## src/rtl/bufg_gt_div_sequencer_pkg.sv

```systemverilog
// Shared types and widths for the BUFG_GT divide-ratio sequencer.
// Pulled in by the interface and the sequencer itself.
package bufg_gt_pkg;

  localparam int DIV_W = 3;
  localparam int CNT_W = 8;

  typedef enum logic [2:0] {
    INIT    = 3'd0,
    IDLE    = 3'd1,
    GATE    = 3'd2,
    LOAD    = 3'd3,
    CLEAR   = 3'd4,
    RELEASE = 3'd5,
    DONE    = 3'd6
  } state_t;

  // Timed states last N cycles, so the down-counter is loaded with N-1.
  function automatic logic [CNT_W-1:0] cnt_load(input int unsigned n);
    return CNT_W'(n - 1);
  endfunction

endpackage

```

## src/rtl/bufg_gt_div_sequencer_if.sv

```systemverilog
// Request/status handshake between the clocking CSR block and the sequencer.
// The CSR side drives the request; the sequencer drives the status flags.
interface bufg_gt_div_sequencer_if;

  logic                          req_valid;
  logic [bufg_gt_pkg::DIV_W-1:0] req_div;
  logic                          req_ready;
  logic                          busy;
  logic                          done;

  modport master (output req_valid, req_div, input  req_ready, busy, done);
  modport slave  (input  req_valid, req_div, output req_ready, busy, done);

endinterface

```

## src/rtl/bufg_gt_div_sequencer.sv

```systemverilog
// Glitch-free divide-ratio changer for a BUFG_GT-style buffer:
// gate CE, load DIV, pulse CLR, settle, then re-enable CE.
module bufg_gt_div_sequencer
  import bufg_gt_pkg::*;
#(
  parameter int unsigned      CE_OFF_CYCLES = 4,
  parameter int unsigned      CLR_CYCLES    = 3,
  parameter int unsigned      SETTLE_CYCLES = 4,
  parameter logic [DIV_W-1:0] RESET_DIV     = 3'd0
) (
  input  logic                     clk,
  input  logic                     CLR,
  bufg_gt_div_sequencer_if.slave   req,
  output logic                     BUF_CE,
  output logic                     BUF_CLR,
  output logic [DIV_W-1:0]         BUF_DIV
);

  state_t             state;
  logic [CNT_W-1:0]   cnt;
  logic [DIV_W-1:0]   pending;
  logic               init_seq;
  logic               ready_q;
  logic               busy_q;
  logic               done_q;

  assign req.req_ready = ready_q;
  assign req.busy      = busy_q;
  assign req.done      = done_q;

  always_ff @(posedge clk or posedge CLR) begin
    if (CLR) begin
      state    <= INIT;
      cnt      <= '0;
      pending  <= RESET_DIV;
      init_seq <= 1'b1;
      BUF_CE   <= 1'b0;
      BUF_CLR  <= 1'b1;
      BUF_DIV  <= RESET_DIV;
      ready_q  <= 1'b0;
      busy_q   <= 1'b1;
      done_q   <= 1'b0;
    end else begin
      // NOTE: non-blocking defaults first; a later assignment in the case overrides it.
      done_q <= 1'b0;
      case (state)
        INIT: begin
          state    <= CLEAR;
          cnt      <= cnt_load(CLR_CYCLES);
          init_seq <= 1'b1;
        end

        IDLE: begin
          if (req.req_valid) begin
            ready_q <= 1'b0;
            busy_q  <= 1'b1;
            if (req.req_div == BUF_DIV) begin
              state  <= DONE;
              done_q <= 1'b1;
            end else begin
              pending  <= req.req_div;
              BUF_CE   <= 1'b0;
              state    <= GATE;
              cnt      <= cnt_load(CE_OFF_CYCLES);
              init_seq <= 1'b0;
            end
          end
        end

        // DIV is updated on the LOAD entry edge so it is visible throughout LOAD.
        GATE: begin
          if (cnt == '0) begin
            state   <= LOAD;
            BUF_DIV <= pending;
          end else begin
            cnt <= cnt - 1'b1;
          end
        end

        LOAD: begin
          BUF_CLR <= 1'b1;
          state   <= CLEAR;
          cnt     <= cnt_load(CLR_CYCLES);
        end

        CLEAR: begin
          if (cnt == '0) begin
            BUF_CLR <= 1'b0;
            state   <= RELEASE;
            cnt     <= cnt_load(SETTLE_CYCLES);
          end else begin
            cnt <= cnt - 1'b1;
          end
        end

        // The power-up sequence has no requester, so it skips the done pulse.
        RELEASE: begin
          if (cnt == '0) begin
            BUF_CE <= 1'b1;
            if (init_seq) begin
              state   <= IDLE;
              ready_q <= 1'b1;
              busy_q  <= 1'b0;
            end else begin
              state  <= DONE;
              done_q <= 1'b1;
            end
          end else begin
            cnt <= cnt - 1'b1;
          end
        end

        DONE: begin
          state   <= IDLE;
          ready_q <= 1'b1;
          busy_q  <= 1'b0;
        end

        default: begin
          state    <= INIT;
          cnt      <= '0;
          pending  <= RESET_DIV;
          init_seq <= 1'b1;
          BUF_CE   <= 1'b0;
          BUF_CLR  <= 1'b1;
          BUF_DIV  <= RESET_DIV;
          ready_q  <= 1'b0;
          busy_q   <= 1'b1;
          done_q   <= 1'b0;
        end
      endcase
    end
  end

endmodule

```

## src/flat_wrapper.sv

```systemverilog
// flat-port wrapper written by rule: the top's interface ports become plain ports
module bufg_gt_div_sequencer_flat import bufg_gt_pkg::*;
#(
  parameter int unsigned      CE_OFF_CYCLES = 4,
  parameter int unsigned      CLR_CYCLES    = 3,
  parameter int unsigned      SETTLE_CYCLES = 4,
  parameter logic [DIV_W-1:0] RESET_DIV     = 3'd0
)
  (clk, CLR, BUF_CE, BUF_CLR, BUF_DIV, req_req_valid, req_req_div, req_req_ready, req_busy, req_done);
  bufg_gt_div_sequencer_if req_i ();
  input  logic clk;
  input  logic CLR;
  output logic BUF_CE;
  output logic BUF_CLR;
  output logic [DIV_W-1:0] BUF_DIV;
  input wire logic [$bits(req_i.req_valid)-1:0] req_req_valid;
  input wire logic [$bits(req_i.req_div)-1:0] req_req_div;
  output wire logic [$bits(req_i.req_ready)-1:0] req_req_ready;
  output wire logic [$bits(req_i.busy)-1:0] req_busy;
  output wire logic [$bits(req_i.done)-1:0] req_done;
  assign req_i.req_valid = req_req_valid;
  assign req_i.req_div = req_req_div;
  assign req_req_ready = req_i.req_ready;
  assign req_busy = req_i.busy;
  assign req_done = req_i.done;
  bufg_gt_div_sequencer #(.CE_OFF_CYCLES(CE_OFF_CYCLES), .CLR_CYCLES(CLR_CYCLES), .SETTLE_CYCLES(SETTLE_CYCLES), .RESET_DIV(RESET_DIV)) u_core (.clk(clk), .CLR(CLR), .req(req_i), .BUF_CE(BUF_CE), .BUF_CLR(BUF_CLR), .BUF_DIV(BUF_DIV));
endmodule
```

## config.mk

```make
export PLATFORM = sky130hd
export DESIGN_NAME = bufg_gt_div_sequencer_flat
export DESIGN_NICKNAME = d
export VERILOG_FILES = /design/src/rtl/bufg_gt_div_sequencer_pkg.sv /design/src/rtl/bufg_gt_div_sequencer_if.sv /design/src/rtl/bufg_gt_div_sequencer.sv /design/src/flat_wrapper.sv
export SDC_FILE = /design/constraint.sdc
export NUM_CORES = 1
export LEC_CHECK = 0
export CAP_MARGIN = 20
export CORE_MARGIN = 4
export CORE_UTILIZATION = 50
export CTS_CLUSTER_SIZE = 40
export DETAILED_ROUTE_END_ITERATION = 8
export PLACE_DENSITY_LB_ADDON = 0.05
export SETUP_SLACK_MARGIN = 0.3
export SLEW_MARGIN = 25
export SYNTH_ARGS = -nofsm -noshare
export SYNTH_HDL_FRONTEND = slang
export SYNTH_SLANG_ARGS = --single-unit
```

## constraint.sdc

```tcl
create_clock -name clk -period 1.8 [get_ports clk]
set_input_delay 0.54 -clock clk [delete_from_list [all_inputs] [get_ports clk]]
set_output_delay 0.54 -clock clk [all_outputs]
set_load 0.01 [all_outputs]
```

**Word level (Yosys, flattened, before mapping)**

Index checks and enable logic that the tools add are counted.

- Memories kept: 0
- Register bits: 23
- Bits in latches: 0
- Bits in writable memories: 0
- Output and inout port bits: 8
- Memory bits (read-only): 0
- Bits of input ports: 6
- Logic and storage cells: 87

- Shift-type cells: 0
- Mux-type cells: 37
- Bitwise logic cells: 7
- Order comparisons: 0
- Reduce and logical (&&, ||, !) cells: 18
- Eq/ne operators: 14
- Add/sub/neg operators: 1
- Div/mod/pow operators: 0
- Multipliers: 0

Operator list:

| operator | number |
|---|---|
| $pmux 8 s5 | 1 |
| $mux 8 | 4 |
| $mux 3 | 9 |
| $pmux 3 s6 | 1 |
| $reduce_and 4->1 | 4 |
| $reduce_or 5->1 | 3 |
| $mux 1 | 14 |
| $pmux 3 s2 | 2 |
| $reduce_or 6->1 | 2 |
| $eq 3x3->1 const B | 3 |
| $logic_not 8->1 | 1 |
| $ne 2x1->1 const B | 4 |
| $pmux 1 s4 | 2 |
| $sub 8x1->8 const B | 1 |
| $not 1->1 | 7 |
| $eq 3x2->1 const B | 2 |
| $ne 2x2->1 const B | 3 |
| $pmux 1 s2 | 3 |
| $reduce_and 3->1 | 2 |
| $reduce_and 2->1 | 2 |
| $reduce_or 2->1 | 2 |
| $reduce_or 4->1 | 1 |
| $eq 3x1->1 const B | 1 |
| $eq 3x3->1 | 1 |
| other kinds (2) | 2 |

**Longest topological paths before layout**

- Depth after elaboration: 4
- Gate-level depth with buffers: 8
- Gate-level depth less buffers: 7

**Least setup slack after synthesis**

OpenSTA, ideal clock, no wires.

- Path kind: flip-flop to flip-flop
- Start point: register u_core.cnt[0]
- End point: register u_core.BUF_CE
- Clock period less this slack: 1.828 ns
- Library setup time: 0.123 ns
- Path buffers: 1
- Cell stages (with the launch flop): 9
- Arrival time: 1.705 ns
- Slack: -0.028 ns
- Cell sequence: dfrtp_1 > inv_1 > ha_1 > nor4b_2 > and2_1 > buf_4 > a21oi_1 > o31a_1 > o221a_2

- Word-level cells in the longest chain between the ends: 3

Ends and longest elaborated chain:

| item | RTL line | RTL |
|---|---|---|
| start: declaration | bufg_gt_div_sequencer.sv:20 | `logic [CNT_W-1:0] cnt;` |
| start signal: assignment | bufg_gt_div_sequencer.sv:49 | `cnt <= cnt_load(CLR_CYCLES);` |
| start signal: assignment | bufg_gt_div_sequencer.sv:64 | `cnt <= cnt_load(CE_OFF_CYCLES);` |
| start signal: assignment | bufg_gt_div_sequencer.sv:76 | `cnt <= cnt - 1'b1;` |
| $logic_not 8->1 | bufg_gt_div_sequencer.sv:98 | `if (cnt == '0) begin` |
| $ne 2x1->1 (no line) | n/a |  |
| $reduce_and 4->1 (no line) | n/a |  |
| end signal: assignment | bufg_gt_div_sequencer.sv:62 | `BUF_CE <= 1'b0;` |
| end signal: assignment | bufg_gt_div_sequencer.sv:99 | `BUF_CE <= 1'b1;` |
| end signal: assignment | bufg_gt_div_sequencer.sv:124 | `BUF_CE <= 1'b0;` |
| end: declaration | bufg_gt_div_sequencer.sv:14 | `output logic BUF_CE,` |

Every way passes these cells.
A chain may end at the register's enable or synchronous reset.

**Final worst setup path**

- Start point: register u_core.cnt[1]
- End point: register u_core.BUF_CE

Same word-level chain as after synthesis.

==> results.py <==
metrics = {
    "critical_path": {
        "critPathRequiredTime_ns": 2.05,
        "cp-end-kind": "register",
        "crit_path_start_kind": "register",
        "slowest_delay_ns": 0.41,
        "crit_chain": "inv_2, ha_4, nor4b_4, and2_4, a21oi_2, o31a_1, o221a_2",
        "r2r_setup_slack_ns": -0.01,
        "arrival_ns": 2.06,
        "reg2reg_from": "u_core.cnt[1]",
        "crit_fanout": 4,
        "reg2reg_depth": 7,
        "worst_path_max_delay_cell": "dfrtp_1",
        "worst-setup-path-type": "register to register",
        "timing.rr.end": "u_core.BUF_CE",
    },
    "timing": {
        "slew_viol_final": 0,
        "clock_skew_ns": 0.0134,
        "tightest_slew_ns": 0.422,
        "rsz0062_at_grt": "true",
        "finalSetupViolCount": 2,
        "finalCritPeriodShare": 1.01,
        "layout_min_cycle_time_ns": 1.81,
        "hold_viol_final": 0,
        "setup_ws_ns": -0.00982,
        "fmax_ghz": 0.553,
        "setup-tns-final_ns": -0.0143,
        "timing.slew.headroom": 0.716,
    },
    "drt": {
        "topRoutingLayerUsed": "met4",
        "routed-wl-met3_um": 225,
        "wl_met1_mm": 1.98,
        "ant_nets": 0,
        "drt_iter0_drc": 144,
        "drc_errors": 0,
        "firstDrtPassIters": 4,
        "wl_mm": 4.48,
        "vias": 1537,
        "wl_met2_mm": 2.11,
        "wl_per_cell_um": 17.9,
        "drt-vias-per-instance": 6.15,
    },
    "global_routing": {
        "grt-ovfl-total": 0,
        "grt_start_max_net_pins": 24,
        "grt_first_pass_wirelength_mm": 7.11,
        "track_usage": 0.258,
        "grt_pass1_vias": 1487,
        "antenna_found_initial": 0,
    },
    "placed_design": {
        "gp_congestion": 0.829,
        "dp_hpwl_mm": 2.64,
        "io_buffer_count": 13,
    },
    "logic_synthesis": {
        "ys_seq_area_frac": 0.405,
        "dominantRegCellSynth": "dfrtp_1",
        "avgSynthCellArea_um2": 9.04,
        "synth_nets": 166,
        "syn_area_mm2": 0.00143,
        "yosysUniqueCellTypes": 48,
        "synth_edf_count": 0,
        "synthArstFlopShare": 1.00,
        "synth-warning-count": 0,
        "ys_ff_latch": 23,
        "syn_inst": 158,
    },
    "floorplanning": {
        "rows": 19,
        "core_region_area_mm2": 0.00273,
        "die_area_mm2": 0.00378,
        "ios": 14,
        "initial_core_util": 0.523,
        "fp.dieH_um": 61.5,
        "fp.dieW_um": 61.5,
    },
    "layout": {
        "area_growth_pct": 53.2,
        "final_common_cell": "buf_4",
        "nFillCells": 161,
        "final_cell_mix": "39 x buf_4, 19 x dfrtp_1, 18 x buf_6, 13 x nand2_1, 10 x a21oi_1",
        "antenna_cells": 0,
        "nets": 228,
        "drive_gt1_frac": 0.479,
    },
    "run_status": {
        "status": "complete, but fails checks",
        "violations": "negative setup slack",
    },
    "clock_tree": {
        "cts_buffers": 3,
        "worstSkewPairLatency_ns": 0.34,
        "cts-htree-levels": 1,
        "hold_buffers": 0,
        "clkTransAtPathRegs_ns": 0.15,
        "cts_sinks": 23,
        "cts.root.buffer_cell": "clkbuf_4",
        "clockBufferDepth": 2,
        "cts_tree": "built",
    },
    "power": {
        "seqPwrFrac": 0.358,
        "power_mw": 2.53,
        "leakagePower_nw": 1.01,
        "p_sw_mw": 1.05,
        "p_per_area_mw_per_mm2": 1160,
        "power.share.clock": 0.107,
        "intPower_mw": 1.48,
        "vdd_drop_max_mv": 1.19,
        "power_frac_comb": 0.535,
        "swShare": 0.415,
    },
    "hold_path": {
        "worst_hold_path_type": "primary input to async pin",
    },
    "run": {
        "cap_violations": 0,
    },
}
==> cell families (layout without fill, tap and decap cells) <==
family          after synthesis  after routing  synth area share
compound gates               52             52             0.264
xor+xnor                      3              3            0.0184
fa+ha+maj                     3              3            0.0245
buf+inv                      16             77            0.0464
flops                        23             23             0.405
mux                           4              4            0.0306
simple gates                 57             57             0.210
==> Yosys cell counts, types with 2 or more instances <==
cell	n	area, um^2
o31a_1	2	17.5
xor2_1	3	26.3
nand2b_1	5	31.3
o21ai_0	7	35.0
mux2_2	3	33.8
and2_1	2	12.5
nand2_1	15	56.3
nor2_1	11	41.3
a32o_1	3	30.0
o2bb2ai_1	3	26.3
o31ai_1	2	15.0
dfrtp_1	20	500
nor3_1	5	25.0
o22ai_1	3	18.8
a31oi_1	6	37.5
ha_1	2	25.0
inv_1	8	30.0
nor2b_1	2	12.5
a21oi_1	12	60.1
buf_2	2	10.0
nand3_1	6	30.0
and3_1	3	18.8
dfstp_2	3	78.8
a22oi_1	2	15.0
clkbuf_1	5	18.8
==> metal layers <==
layer / up-vias / track usage
li1: 710 / -
met1: 746 / 0.356
met2: 62 / 0.394
met3: 19 / 0.0335
met4: 0 / 0.136
met5: - / 0
==> worst max-delay path: cells and delay by family, from the launching register on <==
family	cells	cell delay (ns)
compound gates	3	0.59
fa+ha+maj	1	0.15
buf+inv	1	0.09
flops	1	0.41
simple gates	2	0.48
==> power groups by stage <==
stage	Sequential, mW	Combinational (mW)	Clock, mW
global placement	0.899	1.10	0
global route	0.931	1.48	0.301
detailed placement	0.909	1.11	0
finish	0.907	1.35	0.270
CTS	0.896	1.25	0.273
floorplan	0.906	0.665	0
==> area by class of cell <==
| type | instances | area [um^2] | area share |
|---|---|---|---|
| multi-input cells | 119 | 953 | 0.435 |
| well taps | 31 | 38.8 | 0.0177 |
| flip-flops and latches | 23 | 581 | 0.265 |
| clock buffers | 3 | 22.5 | 0.0103 |
| repair buffers | 65 | 557 | 0.254 |
| inverters | 8 | 30.0 | 0.0137 |
| clock inverters | 1 | 7.51 | 0.00343 |
==> what timing repair did <==
action / in CTS / in global routing
gates resized for setup: 60 / 21
pin swaps: 15 / 9
setup buffers: 17 / 7
endpoints found under the setup margin: 30 / 29
==> worst max-delay path by stage <==
| stage | startpoint | to | slack, ns | depth (start not counted) |
|---|---|---|---|---|
| floorplan | u_core.cnt[0] | u_core.cnt[6] | 0.05 | 6 |
| global placement | req_req_div[2] | u_core.cnt[1] | -0.42 | 6 |
| detailed placement | req_req_div[2] | u_core.cnt[4] | -0.45 | 6 |
| CTS | u_core.cnt[0] | u_core.cnt[6] | 0.02 | 6 |
| global route | u_core.BUF_DIV[1] | u_core.cnt[6] | -0.09 | 7 |
| finish | u_core.cnt[1] | u_core.BUF_CE | -0.01 | 7 |
==> through the flow <==
stage / worst slack (ns) / util / area (um^2) / hold WS (ns) / instances
after floorplan: 0.0509 / - / 1480 / 0.481 / 158
after global placement: -0.415 / 0.665 / 1820 / 0.495 / 222
after detailed placement: -0.452 / 0.665 / 1820 / 0.500 / 222
final: -0.00982 / 0.801 / 2190 / 0.534 / 250
after CTS: 0.0162 / 0.763 / 2090 / 0.537 / 243
after global routing: -0.0884 / 0.801 / 2190 / 0.563 / 250
==> registers in the layout (all words and copies together), names as in the netlist, 3 cells and up <==
register / count
u_core.BUF_DIV: 3
u_core.pending: 3
u_core.cnt: 8
u_core.state: 3
Power figures use the tool's default switching activity.
